[src/rtl/sfifo_wb_pkg.sv]
// Shared word map, CTRL bit positions and decode helpers for the motion-control
// Wishbone bridge and its mailbox serializer.
package sfifo_wb_pkg;

    localparam int IDX_BP_TICK = 0;
    localparam int IDX_CTRL    = 1;
    localparam int IDX_SFIFO   = 2;
    localparam int IDX_MBOX    = 3;
    localparam int IDX_RT_CMD  = 4;
    localparam int IDX_DIN     = 8;
    localparam int IDX_DIN_CHG = 12;
    localparam int IDX_DOUT    = 16;
    localparam int IDX_ESTOP   = 24;
    localparam int IDX_ADC     = 32;

    localparam int CTRL_SF_EMPTY = 0;
    localparam int CTRL_SF_FULL  = 1;
    localparam int CTRL_MB_FULL  = 2;
    localparam int CTRL_MB_AFULL = 3;
    localparam int CTRL_MB_EMPTY = 4;
    localparam int CTRL_TMO      = 5;
    localparam int CTRL_DIN_CHG  = 6;

    typedef enum logic [0:0] {
        MB_IDLE = 1'b0,
        MB_SEND = 1'b1
    } mbox_state_e;

    function automatic logic in_window(input int idx, input int base, input int n);
        return (idx >= base) && (idx < base + n);
    endfunction

    // Lowest selected byte lane; lane 0 leaves first.
    function automatic logic [1:0] first_lane(input logic [3:0] mask);
        if (mask[0])      return 2'd0;
        else if (mask[1]) return 2'd1;
        else if (mask[2]) return 2'd2;
        else              return 2'd3;
    endfunction

endpackage

[src/rtl/mbox_serializer.sv]
// Sends the selected byte lanes of one 32-bit word to the mailbox FIFO,
// lane 0 first, one byte per cycle the mailbox is not full.
module mbox_serializer
    import sfifo_wb_pkg::*;
(
    input  logic        clk_i,
    input  logic        rst_n_i,
    input  logic        start_i,
    input  logic [31:0] data_i,
    input  logic [3:0]  sel_i,
    input  logic        full_i,
    output logic        wr_o,
    output logic [7:0]  byte_o,
    output mbox_state_e state_o
);

    mbox_state_e state_q, state_d;
    logic [31:0] data_q, data_d;
    logic [3:0]  mask_q, mask_d;
    logic [1:0]  lane;

    always_ff @(posedge clk_i or negedge rst_n_i) begin
        if (!rst_n_i) begin
            state_q <= MB_IDLE;
            data_q  <= '0;
            mask_q  <= '0;
        end else begin
            state_q <= state_d;
            data_q  <= data_d;
            mask_q  <= mask_d;
        end
    end

    // mask & (mask - 1) drops the lane that is being sent this cycle.
    always_comb begin
        state_d = state_q;
        data_d  = data_q;
        mask_d  = mask_q;
        case (state_q)
            MB_IDLE: begin
                if (start_i) begin
                    data_d = data_i;
                    mask_d = sel_i;
                    if (sel_i != 4'd0) state_d = MB_SEND;
                end
            end
            MB_SEND: begin
                if (!full_i) begin
                    mask_d = mask_q & (mask_q - 4'd1);
                    if ((mask_q & (mask_q - 4'd1)) == 4'd0) state_d = MB_IDLE;
                end
            end
            default: state_d = MB_IDLE;
        endcase
    end

    always_comb begin
        lane    = first_lane(mask_q);
        wr_o    = (state_q == MB_SEND) && !full_i;
        byte_o  = wr_o ? data_q[{lane, 3'b000} +: 8] : 8'd0;
        state_o = state_q;
    end

endmodule

[src/rtl/sfifo_wb_bridge.sv]
// Wishbone slave bridging the OpenRISC bus to the motion-control datapath:
// sync-FIFO reader, mailbox writer, tick counter, DIN/DOUT/E-stop and ADC words.
module sfifo_wb_bridge
    import sfifo_wb_pkg::*;
#(
    parameter int WB_AW      = 8,
    parameter int SFIFO_DW   = 16,
    parameter int DIN_WORDS  = 3,
    parameter int DOUT_WORDS = 1,
    parameter int ADC_CH     = 16,
    parameter int ADC_W      = 12,
    parameter int SFIFO_TMO  = 64
) (
    input  logic                      wb_clk_i,
    input  logic                      wb_rst_n_i,
    input  logic                      wb_cyc_i,
    input  logic                      wb_stb_i,
    input  logic                      wb_we_i,
    input  logic [3:0]                wb_sel_i,
    input  logic [WB_AW-1:2]          wb_adr_i,
    input  logic [31:0]               wb_dat_i,
    output logic [31:0]               wb_dat_o,
    output logic                      wb_ack_o,
    output logic                      wb_err_o,
    output logic                      sfifo_rd_o,
    input  logic                      sfifo_empty_i,
    input  logic                      sfifo_full_i,
    input  logic [SFIFO_DW-1:0]       sfifo_di,
    output logic                      mbox_wr_o,
    output logic [7:0]                mbox_do_o,
    input  logic                      mbox_full_i,
    input  logic                      mbox_afull_i,
    input  logic                      mbox_empty_i,
    input  logic                      sfifo_bp_tick_i,
    input  logic [31:0]               rt_cmd_i,
    output logic                      rt_cmd_rst_o,
    input  logic                      alarm_i,
    input  logic [32*DIN_WORDS-1:0]   din_i,
    output logic                      din_chg_o,
    output logic [32*DOUT_WORDS-1:0]  dout_o,
    input  logic [ADC_W*ADC_CH-1:0]   adc_i
);

    localparam int            TW       = $clog2(SFIFO_TMO) + 1;
    localparam logic [TW-1:0] TMO_LAST = TW'(SFIFO_TMO - 1);

    int                         widx;
    logic                       req, acc, stall, tmo_hit, dec_err;
    logic                       is_bp, is_ctrl, is_sfifo, is_mbox, is_rt;
    logic [DIN_WORDS-1:0]       chg_sel;
    logic [DOUT_WORDS-1:0]      dout_sel, estop_sel;
    logic [31:0]                rd_word, ctrl_word, sfifo_word;
    logic                       ack_q, ack_d, err_q, err_d, rd_q, rd_d;
    logic [31:0]                dat_q, dat_d;
    logic [TW-1:0]              tmo_cnt_q, tmo_cnt_d;
    logic                       tmo_sticky_q, tmo_sticky_d;
    logic [2:0]                 bp_sync_q;
    logic                       bp_rise;
    logic [31:0]                bp_cnt_q, bp_cnt_d;
    logic [31:0]                rt_q;
    logic                       rt_sel, rt_sel_q;
    logic [32*DIN_WORDS-1:0]    din_prev_q, chg_q, chg_d;
    logic [DOUT_WORDS-1:0][31:0] dout_q, dout_d, estop_q, estop_d;
    mbox_state_e                mbox_state;
    logic                       mbox_start;

    assign widx = int'(wb_adr_i);

    // Handshake: a request is cyc&stb while no response is pending. An unstalled
    // request gets a registered one-cycle ack or err on the next edge; stalled
    // requests wait with nothing asserted and the master holds cyc/stb/adr/dat.
    assign req     = wb_cyc_i & wb_stb_i & ~ack_q & ~err_q;
    assign stall   = (is_sfifo & ~wb_we_i & sfifo_empty_i)
                   | (is_mbox & wb_we_i & ((mbox_state != MB_IDLE) | mbox_full_i));
    assign tmo_hit = req & is_sfifo & ~wb_we_i & sfifo_empty_i & (tmo_cnt_q == TMO_LAST);
    assign acc     = req & ~dec_err & ~stall;
    assign ack_d   = acc;
    assign err_d   = req & (dec_err | tmo_hit);
    assign rd_d    = acc & is_sfifo & ~wb_we_i;
    assign dat_d   = (acc & ~wb_we_i) ? rd_word : 32'd0;
    assign mbox_start = acc & is_mbox & wb_we_i;
    assign rt_sel  = req & is_rt;
    assign bp_rise = bp_sync_q[1] & ~bp_sync_q[2];
    assign sfifo_word = 32'(sfifo_di) << (32 - SFIFO_DW);

    always_comb begin
        ctrl_word                = '0;
        ctrl_word[CTRL_SF_EMPTY] = sfifo_empty_i;
        ctrl_word[CTRL_SF_FULL]  = sfifo_full_i;
        ctrl_word[CTRL_MB_FULL]  = mbox_full_i;
        ctrl_word[CTRL_MB_AFULL] = mbox_afull_i;
        ctrl_word[CTRL_MB_EMPTY] = mbox_empty_i;
        ctrl_word[CTRL_TMO]      = tmo_sticky_q;
        ctrl_word[CTRL_DIN_CHG]  = din_chg_o;
    end

    always_comb begin
        rd_word   = '0;
        dec_err   = 1'b1;
        is_bp     = 1'b0;
        is_ctrl   = 1'b0;
        is_sfifo  = 1'b0;
        is_mbox   = 1'b0;
        is_rt     = 1'b0;
        chg_sel   = '0;
        dout_sel  = '0;
        estop_sel = '0;
        if (widx == IDX_BP_TICK) begin
            dec_err = 1'b0; is_bp = 1'b1; rd_word = bp_cnt_q;
        end else if (widx == IDX_CTRL) begin
            dec_err = wb_we_i; is_ctrl = 1'b1; rd_word = ctrl_word;
        end else if (widx == IDX_SFIFO) begin
            dec_err = wb_we_i; is_sfifo = 1'b1; rd_word = sfifo_word;
        end else if (widx == IDX_MBOX) begin
            dec_err = 1'b0; is_mbox = 1'b1;
        end else if (widx == IDX_RT_CMD) begin
            dec_err = wb_we_i; is_rt = 1'b1; rd_word = rt_q;
        end else if (in_window(widx, IDX_DIN, DIN_WORDS) || in_window(widx, IDX_DIN_CHG, DIN_WORDS)
                     || in_window(widx, IDX_ADC, ADC_CH / 2)) begin
            dec_err = wb_we_i;
        end else if (in_window(widx, IDX_DOUT, DOUT_WORDS) || in_window(widx, IDX_ESTOP, DOUT_WORDS)) begin
            dec_err = 1'b0;
        end
        for (int i = 0; i < DIN_WORDS; i++) begin
            if (widx == IDX_DIN + i) rd_word = din_i[i*32 +: 32];
            if (widx == IDX_DIN_CHG + i) begin
                rd_word = chg_q[i*32 +: 32]; chg_sel[i] = 1'b1;
            end
        end
        for (int j = 0; j < DOUT_WORDS; j++) begin
            if (widx == IDX_DOUT + j) begin
                rd_word = dout_q[j]; dout_sel[j] = 1'b1;
            end
            if (widx == IDX_ESTOP + j) begin
                rd_word = estop_q[j]; estop_sel[j] = 1'b1;
            end
        end
        for (int k = 0; k < ADC_CH / 2; k++) begin
            if (widx == IDX_ADC + k)
                rd_word = {16'(adc_i[(2*k)*ADC_W +: ADC_W]), 16'(adc_i[(2*k+1)*ADC_W +: ADC_W])};
        end
    end

    always_comb begin
        bp_cnt_d = bp_cnt_q;
        if (acc && wb_we_i && is_bp) bp_cnt_d = wb_dat_i;
        else if (bp_rise)            bp_cnt_d = bp_cnt_q + 32'd1;

        tmo_cnt_d = (req && is_sfifo && !wb_we_i && sfifo_empty_i && !tmo_hit) ? tmo_cnt_q + TW'(1) : '0;
        tmo_sticky_d = tmo_sticky_q;
        if (tmo_hit)                             tmo_sticky_d = 1'b1;
        else if (acc && !wb_we_i && is_ctrl)     tmo_sticky_d = 1'b0;

        // A clearing read keeps only the changes seen in the same cycle.
        chg_d = chg_q | (din_i ^ din_prev_q);
        for (int i = 0; i < DIN_WORDS; i++) begin
            if (acc && !wb_we_i && chg_sel[i])
                chg_d[i*32 +: 32] = din_i[i*32 +: 32] ^ din_prev_q[i*32 +: 32];
        end

        dout_d  = dout_q;
        estop_d = estop_q;
        for (int j = 0; j < DOUT_WORDS; j++) begin
            for (int b = 0; b < 4; b++) begin
                if (acc && wb_we_i && estop_sel[j] && wb_sel_i[b])
                    estop_d[j][b*8 +: 8] = wb_dat_i[b*8 +: 8];
                if (!alarm_i && acc && wb_we_i && dout_sel[j] && wb_sel_i[b])
                    dout_d[j][b*8 +: 8] = wb_dat_i[b*8 +: 8];
            end
            if (alarm_i) dout_d[j] = estop_q[j];
        end
    end

    always_ff @(posedge wb_clk_i or negedge wb_rst_n_i) begin
        if (!wb_rst_n_i) begin
            ack_q        <= 1'b0;
            err_q        <= 1'b0;
            rd_q         <= 1'b0;
            dat_q        <= '0;
            tmo_cnt_q    <= '0;
            tmo_sticky_q <= 1'b0;
            bp_sync_q    <= '0;
            bp_cnt_q     <= '0;
            rt_q         <= '0;
            rt_sel_q     <= 1'b0;
            din_prev_q   <= '0;
            chg_q        <= '0;
            dout_q       <= '0;
            estop_q      <= '0;
        end else begin
            ack_q        <= ack_d;
            err_q        <= err_d;
            rd_q         <= rd_d;
            dat_q        <= dat_d;
            tmo_cnt_q    <= tmo_cnt_d;
            tmo_sticky_q <= tmo_sticky_d;
            bp_sync_q    <= {bp_sync_q[1:0], sfifo_bp_tick_i};
            bp_cnt_q     <= bp_cnt_d;
            rt_q         <= rt_cmd_i;
            rt_sel_q     <= rt_sel;
            din_prev_q   <= din_i;
            chg_q        <= chg_d;
            dout_q       <= dout_d;
            estop_q      <= estop_d;
        end
    end

    mbox_serializer u_mbox (
        .clk_i   (wb_clk_i),
        .rst_n_i (wb_rst_n_i),
        .start_i (mbox_start),
        .data_i  (wb_dat_i),
        .sel_i   (wb_sel_i),
        .full_i  (mbox_full_i),
        .wr_o    (mbox_wr_o),
        .byte_o  (mbox_do_o),
        .state_o (mbox_state)
    );

    assign wb_ack_o     = ack_q;
    assign wb_err_o     = err_q;
    assign wb_dat_o     = dat_q;
    assign sfifo_rd_o   = rd_q;
    assign rt_cmd_rst_o = rt_sel | rt_sel_q;
    assign din_chg_o    = |chg_q;
    assign dout_o       = dout_q;

endmodule

[config.mk]
export PLATFORM = sky130hd
export DESIGN_NAME = sfifo_wb_bridge
export DESIGN_NICKNAME = d
export VERILOG_FILES = /design/src/rtl/sfifo_wb_pkg.sv /design/src/rtl/mbox_serializer.sv /design/src/rtl/sfifo_wb_bridge.sv
export SDC_FILE = /design/constraint.sdc
export NUM_CORES = 1
export LEC_CHECK = 0
export ABC_AREA = 1
export BUFFER_PORTS_ARGS = -buffer_cell sky130_fd_sc_hd__buf_2
export CORE_ASPECT_RATIO = 1.1
export CORE_MARGIN = 2
export CORE_UTILIZATION = 45
export CTS_BUF_LIST = sky130_fd_sc_hd__clkbuf_8
export CTS_CLUSTER_DIAMETER = 80
export DETAILED_ROUTE_END_ITERATION = 10
export MAX_ROUTING_LAYER = met4
export PLACE_DENSITY_LB_ADDON = 0.2
export SLEW_MARGIN = 0
export SYNTH_ARGS = -nofsm -noshare
export SYNTH_HDL_FRONTEND = slang
export SYNTH_HIERARCHICAL = 1
export SYNTH_SLANG_ARGS = --single-unit
export TNS_END_PERCENT = 5
[constraint.sdc]
create_clock -name wb_clk_i -period 2.7 [get_ports wb_clk_i]
set_input_delay 0.135 -clock wb_clk_i [delete_from_list [all_inputs] [get_ports wb_clk_i]]
set_output_delay 0.135 -clock wb_clk_i [all_outputs]
set_load 0.02 [all_outputs]
==> results.md, run 1 <==
* Run status: complete, but fails checks
* Failing checks: setup timing
* Post-synth EDFFs at 0
* Avg Cell Area, Syn at 8.38 sq um
* Routed Antenna Nets at 0
* Setup violations, final at 1
* Sw Ratio at 0.289
* Leading area contributor after synthesis: dfrtp_1
* Die area at 0.0460 sq mm
* CTS clk-pin slew, worst paths at 60 ps
* Min-Delay Path Class: in -> reg
* Share of cells above drive strength 1 at 0.265
* Register area share after synthesis at 0.507
* Count leader, synth: nand2_1
* CP delay by family, top: buffers and inverters
* Vias at 21,700
* Layout Nets at 3,698
* Ys Warns at 6
* CTS tree: done
* Unrepaired setup endpoints after global routing: true
* Num CTS Buffers at 72
* Cell count after placement at 3,521
* Sw Pwr at 0.00421 W
* Sink Count at 404
* Final WL at 93,100 um
* Internal cell power at 0.0103 W
* Synth async-reset ratio at 1.00
* Hpwl dp at 69,700 um
* RD Place Congestion at 1.03
* CP required at 3260 ps
* Max_cap viols at 0
* Largest net degree at the start of global routing at 78
* Cells after synthesis at 2,381
* Die W at 205 um
* Setup CP Type: reg -> reg
* # IOs at 468
* CTS Root Cell: clkbuf_8
* Router iterations before antenna repair at 5
* Max Clk Rate at 367 MHz
* DRC viols at 0
* Synth top cells by count: 619 x nand2_1, 404 x dfrtp_1, 219 x o21ai_0, 217 x nor2_1, 192 x inv_1
* Starting Density at 0.458
* Core area at 0.0435 sq mm
* Setup Skew at 43.9 ps
* Drt initial violations at 2,048
* Comb pwr share at 0.156
* Cell Count, Final, Fillers Out at 3,939
* Peak supply drop at 0.400 mV
* Clock buffer depth at 3
* CP Launch Type: flip-flop
* IO buf count at 467
* Largest stage delay on the critical path at 550 ps
* Worst-path cell chain: nor2_1 > and3_1 > inv_1 > nor3_2 > nand2_4 > nor2_4 > buf_4 > inv_2 > buf_4 > nor2_1 > nand2_1 > dlygate4sd3_1 > inv_1
* Synthesis-to-layout area growth at 43.9%
* Synth area leaders: dfrtp_1 51%, nand2_1 12%, o21ai_0 5.5%, xnor2_1 4.4%, nor2_1 4.1%
* Clk_lat worst skew at 660 ps
* Crit path buffers/inverters at 6
* Tot Pwr at 0.0145 W
* Finished Core Util at 0.659
* FP Rows at 80
* First-pass GRT wire length at 135,000 um
* Syn_nets at 2,773
* Clock network power share at 0.399
* Initial antenna violation count at 9
* Power density over the cells at 507 mW/mm^2
* Main synth FF type: dfrtp_1
* GRT overflow at 0
* Per-cell routed wire length at 23.6 um
* Vias in the first global route at 21,700
* Flop pwr share at 0.445
* Synthesized area at 0.0200 sq mm
* Hold WS at 42.9 ps
* CP max-delay cell: dlygate4sd3_1
* GRT Total Usage at 0.413
* Final period util at 1.01
* P_leak at 13.7 nW
* Distinct cells, synth at 52
* Slew Limit Fails at 0
* Die height at 225 um
* #FFs+latches synth at 404
* H-tree depth at 3
* Crit path DAT at 3280 ps
* Final hold viol count at 0
* Critical Path End Type: flip-flop
* Synth top area share at 0.507
* Max FO, Critical Path at 10
* Post-route setup slack at -21.8 ps
* Via-to-Cell Ratio at 5.50
* Min Tclk post-route at 2720 ps
* Worst slew margin at 0.503
* Slew @ Worst Pin at 746 ps
[registers in the layout (all words and copies together), names as in the netlist, 4 cells and up]
name,cells
chg_q,96
din_prev_q,96
bp_cnt_q,32
dout_o,32
estop_q,32
rt_q,32
u_mbox/data_q,32
wb_dat_o,32
tmo_cnt_q,7
u_mbox/mask_q,4
[layout by cell type (no fill, tap or decap), types with 86 or more instances in the layout]
master	instances
nand3_1	92
xnor2_1	100
buf_4	185
dlygate4sd3_1	285
dfrtp_1	404
nand2_1	617
a21oi_1	86
o21ai_0	219
buf_2	466
inv_1	211
nor2_1	209
clkbuf_8	94
[routing by layer]
metal  GRT usage  part of all wire  vias to the layer above
li1            -                 -                     9704
met1       0.538              0.40                    10500
met5           -                 0                        -
met2       0.610              0.45                     1207
met4       0.183             0.047                        0
met3       0.103              0.10                      234
[cell type report]
class                   instances  area, sq um
well taps                     574          718
multi-input cells            1668         8670
fillers                      3730        14800
diodes                         11         27.5
clock buffers                  94         1290
clock inverters                28          136
repair buffers                957         6990
inverters                     203          764
flip-flops and latches        404        10100
[metrics by stage]
stage	cell area, sq um	setup WS, ps	setup TNS, ps
after global routing	28700	-84.2	-314
final	28700	-21.8	-21.8
after detailed placement	24300	-383	-1130
after floorplan	20000	559	0
after CTS	28600	20.3	0
after global placement	24300	-392	-1130
[worst min-delay path: stages]
cell     delay, ps
buf_2           90
and3_1         170
nand2_1        170
nor2_1          60
[final timing paths]
kind	start	endpoint	slack [ps]	depth (start not counted)
worst min register to register	bp_sync_q[1]	bp_sync_q[2]	380	0
worst max-delay path	wb_ack_o	wb_dat_o[24]	-20	13
worst min-delay path	wb_stb_i	tmo_cnt_q[6]	40	4
worst max register to register	wb_ack_o	wb_dat_o[24]	-20	13
min in group asynchronous	wb_rst_n_i	tmo_cnt_q[0]	80	2
max in group asynchronous	wb_rst_n_i	wb_dat_o[23]	1480	3
[cells by family (layout without fill, tap and decap cells)]
kind of cell / count (synthesis) / in the layout / share of synthesized area
buffers and inverters: 309 / 1282 / 0.0648
and+or+nand+nor: 1052 / 1052 / 0.225
AOI/OAI and AO/OA: 476 / 476 / 0.139
muxes: 13 / 13 / 0.00847
DFF: 404 / 404 / 0.507
adders and majority gates: 2 / 2 / 0.00125
xor gates and xnor gates: 125 / 125 / 0.0549
other: 0 / 11 / 0
[power groups by stage]
stage	Clock [W]	Combinational (W)	Sequential, W
after CTS	0.00584	0.00222	0.00646
after global placement	0	0.00187	0.00656
after global routing	0.00616	0.00243	0.00648
final	0.00580	0.00227	0.00647
after detailed placement	0	0.00189	0.00656
after floorplan	0	0.000812	0.00657
[what timing repair did]
item,4_1_cts,5_1_grt
hold buffers,285,0
hold endpoints to repair,457,0
gates resized for setup,0,21
setup endpoints to repair,0,14
setup buffers,0,0
(Power assumes the default switching activity.)
==> inputs of run 2 (changes only) <==
ABC_AREA = unset   (was 1)
CELL_PAD_IN_SITES_DETAIL_PLACEMENT = 2   (was unset)
CELL_PAD_IN_SITES_GLOBAL_PLACEMENT = 2   (was unset)
CORE_UTILIZATION = 36   (was 45)
==> run 2 against run 1 <==
Net effect: the run still ends with setup timing left; maximum frequency decreased by 3.8%; clock power up 8.3%; sequential cell count unchanged; total power rose by 3.0%; register-to-register slack worse by 50 ps; sequential power increased by 3%; sequential share of layout area grew 0.48 points; critical path depth decreased by 7; routed wire length increased by 31%; worst hold slack worse by 28 ps; largest power group unchanged.
==> results.md, run 2 <==
* Placed cell area at 0.0246 sq mm (+1.1%)
* CP Launch Type: flip-flop
* Post-route setup slack at -129 ps (-107 ps)
* Ys Warns at 6 (unchanged)
* GRT overflow at 0 (unchanged)
* Post-synth EDFFs at 0 (unchanged)
* Hpwl dp at 87,900 um (+26%)
* Synthesis-to-layout area growth at 40.2%
* Max_cap viols at 0 (unchanged)
* Final hold viol count at 0 (unchanged)
* #FFs+latches synth at 404 (unchanged)
* Count leader, synth: dfrtp_1
* Failing checks: setup timing
* Max Clk Rate at 354 MHz (-3.8%)
* Filler cells at 5,659 (+52%)
* Main synth FF type: dfrtp_1
* Commonest non-fill, non-tap cells in the layout: 463 x buf_2, 403 x dfrtp_1, 210 x dlygate4sd3_1
* Share of cells above drive strength 1 at 0.358 (+0.0926)
* Avg Cell Area, Syn at 11.0 sq um (+31%)
* Setup Skew at 42.1 ps (-1.78 ps)
* P_leak at 12.7 nW (-7.4%)
* Routed Antenna Nets at 0 (unchanged)
* Syn_nets at 2,236 (-19%)
* Critical Path End Type: primary output
* Register area share after synthesis at 0.500 (-0.00637)
* Distinct cells, synth at 85 (+63%)
* Run status: complete, but fails checks
* Slew @ Worst Pin at 1160 ps (+411 ps)
* Hold WS at 15.1 ps (-27.7 ps)
* IO buf count at 467 (unchanged)
* H-tree depth at 3 (unchanged)
* Setup CP Type: reg -> out
* Power density over the cells at 529 mW/mm^2 (+4.4%)
* RD Place Congestion at 0.978 (-5.3%)
* Min-Delay Path Class: in -> async
* Clk_lat worst skew at 690 ps (+30 ps)
* Synthesized area at 0.0202 sq mm (+1.3%)
* Via-to-Cell Ratio at 6.00 (+9.2%)
* Cells after synthesis at 1,844 (-23%)
* Drt initial violations at 1,782 (-13%)
* Layout Nets at 3,057 (-17%)
* Die height at 252 um (+12%)
* Vias in the first global route at 23,300 (+7.2%)
* Vias at 20,800 (-3.9%)
* Peak supply drop at 0.378 mV (-5.4%)
* Min Tclk post-route at 2830 ps (+107 ps)
* Die area at 0.0580 sq mm (+26%)
* Final period util at 1.05 (+0.0396)
* Die W at 230 um (+12%)
* Largest net degree at the start of global routing at 91 (+17%)
* First-pass GRT wire length at 172,000 um (+28%)
* CP required at 2570 ps (-690 ps)
* Leading area contributor after synthesis: dfrtp_1
* Sink Count at 404 (unchanged)
* Per-cell routed wire length at 35.1 um (+49%)
* CTS Root Cell: clkbuf_8
* Setup violations, final at 2 (+1)
* Worst slew margin at 0.219 (-0.284)
* Synth top cells by count: 404 x dfrtp_1, 132 x nand2_1, 124 x mux2_2, 112 x xor2_1, 101 x o21ai_0
* Biggest regs: chg_q (96), din_prev_q (96)
* Synth area leaders: dfrtp_1 50%, mux2_2 6.9%, xor2_1 4.9%, a21o_1 3.6%, o21ai_0 2.5%
* Slew Limit Fails at 0 (unchanged)
* Num CTS Buffers at 72 (unchanged)
* DP Worst Slack at -250 ps (+133 ps)
* Initial antenna violation count at 5 (-4)
* CTS tree: done
* Unrepaired setup endpoints after global routing: true
* DRC viols at 0 (unchanged)
* CTS clk-pin slew, worst paths at 70 ps (about the same)
* Starting Density at 0.362 (-0.0961)
* Cell area after layout at 0.0283 sq mm (-1.3%)
* Crit path DAT at 2690 ps (-590 ps)
* Core area at 0.0558 sq mm (+28%)
* Clock buffer depth at 3 (unchanged)
* Synth top area share at 0.500 (-0.00637)
* Commonest non-fill, non-tap cell in the layout: buf_2
* GRT Total Usage at 0.427 (+0.0132)
* Max FO, Critical Path at 3 (-7)
* # IOs at 468 (unchanged)
* FP Rows at 91 (+14%)
* Router iterations before antenna repair at 7 (+2)
* Final WL at 122,000 um (+31%)
* Synth async-reset ratio at 1.00 (unchanged)
==> run 2: worst paths after layout <==
path | slack, ps | depth (start not counted) | from | endpoint
setup reg to reg | -70 | 9 | u_mbox/state_o | wb_dat_o[22]
max in group asynchronous | 1630 | 3 | wb_rst_n_i | dout_o[1]
hold / removal | 20 | 2 | wb_rst_n_i | din_prev_q[22]
setup / recovery | -130 | 6 | chg_q[94] | din_chg_o
min in group wb_clk_i | 20 | 5 | adc_i[134] | wb_dat_o[2]
hold reg to reg | 400 | 0 | bp_sync_q[0] | bp_sync_q[1]
==> run 2: cells by family (layout without fill, tap and decap cells) <==
logic type / count (synthesis) / in the layout / share of synthesized area
multiplexers: 187 / 187 / 0.110
AO/OA/AOI/OAI: 551 / 551 / 0.188
other: 0 / 5 / 0
XOR/XNOR: 132 / 132 / 0.0572
adder cells (fa/ha/maj): 3 / 3 / 0.00173
AND/OR/NAND/NOR: 435 / 435 / 0.111
flip-flops: 404 / 404 / 0.500
buffers and inverters: 132 / 1006 / 0.0321
==> run 2: routing by layer <==
metal / global-route usage / vias up / part of all wire / routed length [um]
li1: - / 8534 / - / -
met1: 0.487 / 10800 / 0.38 / 46200
met2: 0.708 / 1083 / 0.49 / 59800
met3: 0.0736 / 354 / 0.061 / 7420
met4: 0.246 / 0 / 0.068 / 8290
met5: - / - / 0 / 0
==> run 2: where the power goes <==
part | internal (W) | switching [W] | total (W)
clock network | 0.00323 | 0.00305 | 0.00628
registers | 0.00628 | 0.000360 | 0.00664
logic | 0.000880 | 0.00119 | 0.00207
total | 0.0104 | 0.00460 | 0.0150
==> run 2: what timing repair did <==
action,in CTS,in global routing
endpoints found under the hold margin,716,0
setup buffers,1,1
pin swaps,5,4
hold buffers,210,0
endpoints found under the setup margin,1,7
gates resized for setup,11,18
gates cloned,0,0
==> run 2: worst max-delay path, cell delays in order (launching register included) <==
cell     delay, ps
dfrtp_1        500
nor4_4         390
nand4_1        260
nor4_4         380
nand2_2        180
buf_6          170
buf_6          120
==> run 2: layout make-up <==
cell class                 instances  area, sq um  area share
inverter                          14         52.6     0.00186
sequential                       404        10100       0.357
antenna                            5         12.5    0.000442
timing repair buffer             865         6110       0.216
tap                              744          931      0.0329
multi-input combinational       1308         9620       0.340
clock inverter                    37          249     0.00879
clock buffer                      90         1240      0.0437
==> run 2: metrics by stage <==
stage          setup TNS (ps)   util  instances  total power [W]
6_report                 -211  0.508       3467           0.0150
5_1_grt                  -287  0.508       3467           0.0154
4_1_cts                     0  0.506       3461           0.0148
3_5_place_dp             -373  0.440       3123          0.00847
3_3_place_gp             -111  0.440       3123          0.00841
2_1_floorplan               0      -       1844          0.00724
